**src/rtl/lin_pkg.sv**
```systemverilog
// Shared types and constants for the LIN schedule-table engine.
//   PID_W         : LIN protected-identifier width carried per slot.
//   SLOT_DLY_MAX  : storage width of the slot delay field; the engine's
//                   DLY_W parameter must not exceed it.
//   sched_state_e : scheduler FSM states.
//   slot_t        : one schedule-table entry {en, pid, delay}.
package lin_pkg;

    localparam int PID_W        = 6;
    localparam int SLOT_DLY_MAX = 32;

    typedef enum logic [2:0] {
        S_IDLE,
        S_FETCH,
        S_ISSUE,
        S_TX,
        S_RESP,
        S_DELAY
    } sched_state_e;

    typedef struct packed {
        logic                    en;
        logic [PID_W-1:0]        pid;
        logic [SLOT_DLY_MAX-1:0] delay;
    } slot_t;

endpackage

```
**src/rtl/lin_sched_table.sv**
```systemverilog
// Schedule-table register file: one synchronous write port, one
// combinational read port. Synchronous reset clears every slot.
//   clk_i, rst_i           : clock, synchronous active-high reset
//   we_i, waddr_i          : write strobe and slot index
//   wen_i, wpid_i, wdly_i  : slot enable, PID and post-frame delay
//   raddr_i / rdata_o      : read index and combinational slot contents
module lin_sched_table
    import lin_pkg::*;
#(
    parameter int NUM_SLOTS = 8,
    parameter int DLY_W     = 16
) (
    input  logic                         clk_i,
    input  logic                         rst_i,
    input  logic                         we_i,
    input  logic [$clog2(NUM_SLOTS)-1:0] waddr_i,
    input  logic                         wen_i,
    input  logic [PID_W-1:0]             wpid_i,
    input  logic [DLY_W-1:0]             wdly_i,
    input  logic [$clog2(NUM_SLOTS)-1:0] raddr_i,
    output slot_t                        rdata_o
);

    slot_t mem_q [NUM_SLOTS];

    always_ff @(posedge clk_i) begin
        if (rst_i) begin
            for (int i = 0; i < NUM_SLOTS; i++) mem_q[i] <= '0;
        end else if (we_i) begin
            mem_q[waddr_i] <= '{en: wen_i, pid: wpid_i, delay: SLOT_DLY_MAX'(wdly_i)};
        end
    end

    assign rdata_o = mem_q[raddr_i];

endmodule

```
**src/rtl/lin_sched.sv**
```systemverilog
// LIN commander schedule engine. Walks the schedule table from slot 0 to
// cfg_last, skipping disabled slots, issues one frame per enabled slot to
// the commander, waits for TX and response completion, then holds off the
// commander for the slot's delay before moving on.
//
// Ports:
//   sys_clk, rst        : clock, synchronous active-high reset
//   run                 : schedule runs while high (stop honoured at DELAY exit)
//   cfg_we/addr/pid/delay/en : table write port
//   cfg_last            : index of the last slot in the schedule
//   err_clr             : clears timeout_err
//   lin_busy, comm_tx_done, resp_busy : commander/responder status
//   start, pid          : commander frame request
//   inter_tx_delay      : commander hold-off during the post-frame delay
//   slot_idx, frame_cnt, sched_busy, timeout_err : status
//
// Build option: define LIN_SCHED_TIMEOUT_EN to add a TX/RESP timeout of
// TMO_CYCLES cycles that sets the sticky timeout_err and forces the delay.
module lin_sched
    import lin_pkg::*;
#(
    parameter int NUM_SLOTS  = 8,
    parameter int DLY_W      = 16,
    parameter int TMO_CYCLES = 1000
) (
    input  logic                         sys_clk,
    input  logic                         rst,
    input  logic                         run,
    input  logic                         cfg_we,
    input  logic [$clog2(NUM_SLOTS)-1:0] cfg_addr,
    input  logic [PID_W-1:0]             cfg_pid,
    input  logic [DLY_W-1:0]             cfg_delay,
    input  logic                         cfg_en,
    input  logic [$clog2(NUM_SLOTS)-1:0] cfg_last,
    input  logic                         err_clr,
    input  logic                         lin_busy,
    input  logic                         comm_tx_done,
    input  logic                         resp_busy,
    output logic                         start,
    output logic [PID_W-1:0]             pid,
    output logic                         inter_tx_delay,
    output logic [$clog2(NUM_SLOTS)-1:0] slot_idx,
    output logic [15:0]                  frame_cnt,
    output logic                         sched_busy,
    output logic                         timeout_err
);

    localparam int IDX_W = $clog2(NUM_SLOTS);

    sched_state_e     state_q, state_d;
    logic [IDX_W-1:0] slot_idx_q, slot_idx_d;
    logic [IDX_W-1:0] skip_q, skip_d;        // consecutive disabled slots seen
    logic             start_q, start_d;
    logic [PID_W-1:0] pid_q, pid_d;
    logic             itd_q, itd_d;
    logic [15:0]      frame_cnt_q, frame_cnt_d;
    logic [DLY_W-1:0] dly_q, dly_d;          // delay latched at FETCH
    logic [DLY_W-1:0] cnt_q, cnt_d;
    logic             busy_q;
    logic             go_dly;
    logic             tmo_hit;
    logic             tmo_fire;
    logic [IDX_W-1:0] idx_next;
    slot_t            rd;

    lin_sched_table #(
        .NUM_SLOTS (NUM_SLOTS),
        .DLY_W     (DLY_W)
    ) u_table (
        .clk_i   (sys_clk),
        .rst_i   (rst),
        .we_i    (cfg_we),
        .waddr_i (cfg_addr),
        .wen_i   (cfg_en),
        .wpid_i  (cfg_pid),
        .wdly_i  (cfg_delay),
        .raddr_i (slot_idx_q),
        .rdata_o (rd)
    );

    if (DLY_W < SLOT_DLY_MAX) begin : g_pad
        logic unused_dly_hi;
        assign unused_dly_hi = |rd.delay[SLOT_DLY_MAX-1:DLY_W];
    end

    // cfg_last is sampled live; an index already beyond it wraps too.
    assign idx_next = (slot_idx_q >= cfg_last) ? '0 : slot_idx_q + 1'b1;

    always_comb begin
        state_d     = state_q;
        slot_idx_d  = slot_idx_q;
        skip_d      = skip_q;
        start_d     = start_q;
        pid_d       = pid_q;
        itd_d       = itd_q;
        frame_cnt_d = frame_cnt_q;
        dly_d       = dly_q;
        cnt_d       = cnt_q;
        go_dly      = 1'b0;
        tmo_fire    = 1'b0;
        case (state_q)
            S_IDLE: begin
                if (run) begin
                    slot_idx_d = '0;
                    skip_d     = '0;
                    state_d    = S_FETCH;
                end
            end
            S_FETCH: begin
                if (rd.en) begin
                    pid_d   = rd.pid;
                    dly_d   = rd.delay[DLY_W-1:0];
                    start_d = 1'b1;
                    skip_d  = '0;
                    state_d = S_ISSUE;
                end else begin
                    slot_idx_d = idx_next;
                    skip_d     = skip_q + 1'b1;
                    // This is skip number cfg_last+1: whole table is idle.
                    if (skip_q >= cfg_last) state_d = S_IDLE;
                end
            end
            S_ISSUE: begin
                if (lin_busy) begin
                    start_d = 1'b0;
                    state_d = S_TX;
                end
            end
            S_TX: begin
                if (comm_tx_done) begin
                    state_d = S_RESP;
                end else if (tmo_hit) begin
                    tmo_fire = 1'b1;
                    go_dly   = 1'b1;
                end
            end
            S_RESP: begin
                if (!resp_busy && !lin_busy) begin
                    go_dly = 1'b1;
                end else if (tmo_hit) begin
                    tmo_fire = 1'b1;
                    go_dly   = 1'b1;
                end
            end
            S_DELAY: begin
                // Exit on the cycle the count would reach 0, so a delay of D
                // occupies max(D,1) cycles.
                if (cnt_q <= DLY_W'(1)) begin
                    itd_d       = 1'b0;
                    frame_cnt_d = frame_cnt_q + 16'd1;
                    slot_idx_d  = idx_next;
                    skip_d      = '0;
                    state_d     = run ? S_FETCH : S_IDLE;
                end else begin
                    cnt_d = cnt_q - 1'b1;
                end
            end
            default: state_d = S_IDLE;
        endcase
        if (go_dly) begin
            cnt_d   = dly_q;
            itd_d   = 1'b1;
            state_d = S_DELAY;
        end
    end

    always_ff @(posedge sys_clk) begin
        if (rst) begin
            state_q     <= S_IDLE;
            slot_idx_q  <= '0;
            skip_q      <= '0;
            start_q     <= 1'b0;
            pid_q       <= '0;
            itd_q       <= 1'b0;
            frame_cnt_q <= '0;
            dly_q       <= '0;
            cnt_q       <= '0;
            busy_q      <= 1'b0;
        end else begin
            state_q     <= state_d;
            slot_idx_q  <= slot_idx_d;
            skip_q      <= skip_d;
            start_q     <= start_d;
            pid_q       <= pid_d;
            itd_q       <= itd_d;
            frame_cnt_q <= frame_cnt_d;
            dly_q       <= dly_d;
            cnt_q       <= cnt_d;
            busy_q      <= (state_d != S_IDLE);
        end
    end

`ifdef LIN_SCHED_TIMEOUT_EN
    logic [31:0] tmo_q, tmo_d;
    logic        terr_q, terr_d;

    assign tmo_hit = (tmo_q == 32'(TMO_CYCLES - 1));

    always_comb begin
        tmo_d  = '0;
        terr_d = terr_q;
        // Counter restarts whenever TX or RESP is entered.
        if ((state_q == S_TX || state_q == S_RESP) && state_d == state_q)
            tmo_d = tmo_q + 32'd1;
        if (tmo_fire)     terr_d = 1'b1;   // set wins over clear
        else if (err_clr) terr_d = 1'b0;
    end

    always_ff @(posedge sys_clk) begin
        if (rst) begin
            tmo_q  <= '0;
            terr_q <= 1'b0;
        end else begin
            tmo_q  <= tmo_d;
            terr_q <= terr_d;
        end
    end

    assign timeout_err = terr_q;
`else
    logic unused_tmo;
    assign tmo_hit     = 1'b0;
    assign timeout_err = 1'b0;
    assign unused_tmo  = err_clr ^ tmo_fire ^ (TMO_CYCLES == 0);
`endif

    assign start          = start_q;
    assign pid            = pid_q;
    assign inter_tx_delay = itd_q;
    assign slot_idx       = slot_idx_q;
    assign frame_cnt      = frame_cnt_q;
    assign sched_busy     = busy_q;

endmodule
```
**config.mk**
```make
export PLATFORM = sky130hd
export DESIGN_NAME = lin_sched
export DESIGN_NICKNAME = d
export VERILOG_FILES = /design/src/rtl/lin_pkg.sv /design/src/rtl/lin_sched_table.sv /design/src/rtl/lin_sched.sv
export SDC_FILE = /design/constraint.sdc
export NUM_CORES = 1
export LEC_CHECK = 0
export ABC_CLOCK_PERIOD_IN_PS = 3000
export BUFFER_PORTS_ARGS = -buffer_cell sky130_fd_sc_hd__buf_2
export CAP_MARGIN = 30
export CORE_MARGIN = 2
export CORE_UTILIZATION = 45
export CTS_BUF_LIST = sky130_fd_sc_hd__clkbuf_8
export CTS_CLUSTER_SIZE = 16
export DETAILED_ROUTE_END_ITERATION = 10
export HOLD_SLACK_MARGIN = 0.03
export PLACE_DENSITY_LB_ADDON = 0.08
export SKIP_LAST_GASP = 1
export SLEW_MARGIN = 10
export SYNTH_ARGS = -nofsm -noshare
export SYNTH_HDL_FRONTEND = slang
export SYNTH_HIERARCHICAL = 1
export SYNTH_SLANG_ARGS = --single-unit
```
**constraint.sdc**
```tcl
create_clock -name sys_clk -period 3 [get_ports sys_clk]
set_input_delay 0.45 -clock sys_clk [delete_from_list [all_inputs] [get_ports sys_clk]]
set_output_delay 0.45 -clock sys_clk [all_outputs]
set_load 0.1 [all_outputs]
```
==> impl_results.md <==
- Status: finished clean
- Req. time, crit path: 3460 ps
- Post-route cell area: 13,080 sq um
- Peak VDD IR: 0.0003457 V
- Util after Layout: 51.79%
- Site Rows: 58
- IO Pins: 66
- Antenna violations before repair: 1
- Final worst-path cycle share: 81.18%
- Post-cts resize count: 0
- Final Worst Setup Slack: 564.7 ps
- Worst Setup Slack post-DPL: 579.5 ps
- Worst setup path start: cnt_q[8]$_SDFFE_PP0P_
- DRC Markers: 0
- Most common cell after layout, fill and taps aside: nor3_1
- Number of global-route vias before repair: 7,761
- CP Cell Sequence: or4_4 -> or4_4 -> o21a_4 -> mux2_4 -> a211oi_2
- Antenna Violating Nets Remaining: 0
- GP Congestion: 0.8045
- Warnings from Yosys: 6
- Pins Over Slew Limit: 0
- Clk root buf: clkbuf_8
- Hold Startpoint: lin_busy
- Cts bufs inserted: 42
- Mapped Avg Cell Area: 12.42 sq um
- Share of post-route cells with drive strength above 1: 20.40%
- Grt ovf: 0
- Worst Tran Pin Value: 841.9 ps
- Vias per cell: 5.739
- Number of H-tree levels: 2
- Fmax: 410.6 MHz
- CP Class: flop to flop
- CP dominant cell by count: or4_4
- Detail Route met3 WL: 1365 um
- Clock Skew: 14.71 ps
- Post-DR wirelength/cell: 20.51 um
- WP data arrival: 2890 ps
- Dpl cell area: 12,300 sq um
- Nets: 1,053
- Crit path max fanout: 8
- First-pass GRT wire length: 43,820 um
- Worst min-delay path class: input port to flop
- Detailed Route WL: 28,070 um
- Initial core utilization: 45.84%
- Final hold violation count: 0
- M1 WL: 12,790 um
- Max stage delay on crit path: 620 ps
- Worst-path clk slew: 60 ps
- First-pass iteration count of the detailed router: 5
- Detailed Place HPWL: 16,770 um
- Die area: 27,030 sq um
- Top Metal Used: met5
- Cells after synthesis: 932
- Tmin final: 2435 ps
- Post-CTS Setup Bufs: 0
- PD cells: 566.0 nW/um^2
- Buf/Inv on CP: 0
- Largest net degree at the start of global routing: 74
- RSZ-0062 raised after global routing: false
- Clock Latency Late Sink: 550 ps
- Commonest cells after routing, fill and taps aside: nor3_1, edfxtp_1, dfxtp_1, buf_2, nand2_1
- Syn_nets: 980
- Post-Synthesis Cell Area: 11,580 sq um
- GRT Total Usage: 21.17%
- Hold_buf cts: 0
- Routed met2 length: 13,310 um
- Diode count: 0
- CTS Sinks: 250
- Die Wd: 164.4 um
- CP top delay family: simple AND/OR/NAND/NOR gates
- Layout fillers: 2,279
- Leak: 0.004432 uW
- Critical path launch point type: flop
- Max stage delay cell, worst path: or4_4
- Placeable Area: 25,250 sq um
- Slew margin rel.: 43.87%
- Reg2Reg Launch Point: cnt_q[8]$_SDFFE_PP0P_
- Buffers on Ports: 63
- Die H: 164.4 um
- DR iter-0 viols: 528
- Max Cap Viol: 0
- CP Capture Type: flop
- Final setup fails: 0
- Setup TNS Final: 0 ps
- CTS Buffer Depth: 3
- Vias: 7,857
- Synthesis-to-finish area growth: 12.97%
- CTS tree: yes
## per-stage QoR
| step | instances | total power (uW) | hold slack (ps) |
|---|---|---|---|
| after floorplan | 932 | 4445 | 431.3 |
| after global placement | 1291 | 4654 | 443.5 |
| after detailed placement | 1291 | 4662 | 452.4 |
| after CTS | 1369 | 7495 | 275.9 |
| after global routing | 1369 | 7694 | 359.0 |
| final | 1369 | 7403 | 317.1 |
## worst register-to-register path: stages (launching register included)
cell      delay [ps]
dfxtp_1          350
or4_4            600
or4_4            620
o21a_4           270
mux2_4           310
a211oi_2         210
## per-layer routing
layer	GRT usage [%]	up-vias
met5	0	-
met4	6.166	2
met2	34.69	180
met1	29.24	3865
li1	-	3761
met3	3.566	49
## flip-flops by register name, summed over array words and instances (netlist names)
register and count:
dly_q 16, sched_busy 1, skip_q 3, cnt_q 16, start 1, frame_cnt 16, slot_idx 3, pid 6
u_table/mem_q 184, inter_tx_delay 1, state_q 3
## power by group
group / switching, uW / internal [uW] / leakage, uW
clock: 1360 / 1460 / 0.000481
sequential: 57.1 / 3890 / 0.00230
combinational: 423 / 216 / 0.00165
## final timing paths
path | to | slack [ps] | cells past startpoint
setup / recovery | cnt_q[12]$_SDFFE_PP0P_ | 560 | 5
hold / removal | start$_SDFFE_PP0P_ | 320 | 4
setup reg to reg | cnt_q[12]$_SDFFE_PP0P_ | 560 | 5
hold reg to reg | dly_q[3]$_SDFFE_PP0P_ | 450 | 2
## layout make-up
cell class	instances	area (sq um)	area share [%]
inverters	35	131.4	1.004
well taps	330	412.9	3.157
repair buffers	104	623.1	4.764
clock inverters	30	122.6	0.9375
clock buffers	48	660.6	5.051
multi-input cells	572	4279	32.72
flip-flops and latches	250	6849	52.37
(Power assumes the default switching activity.)
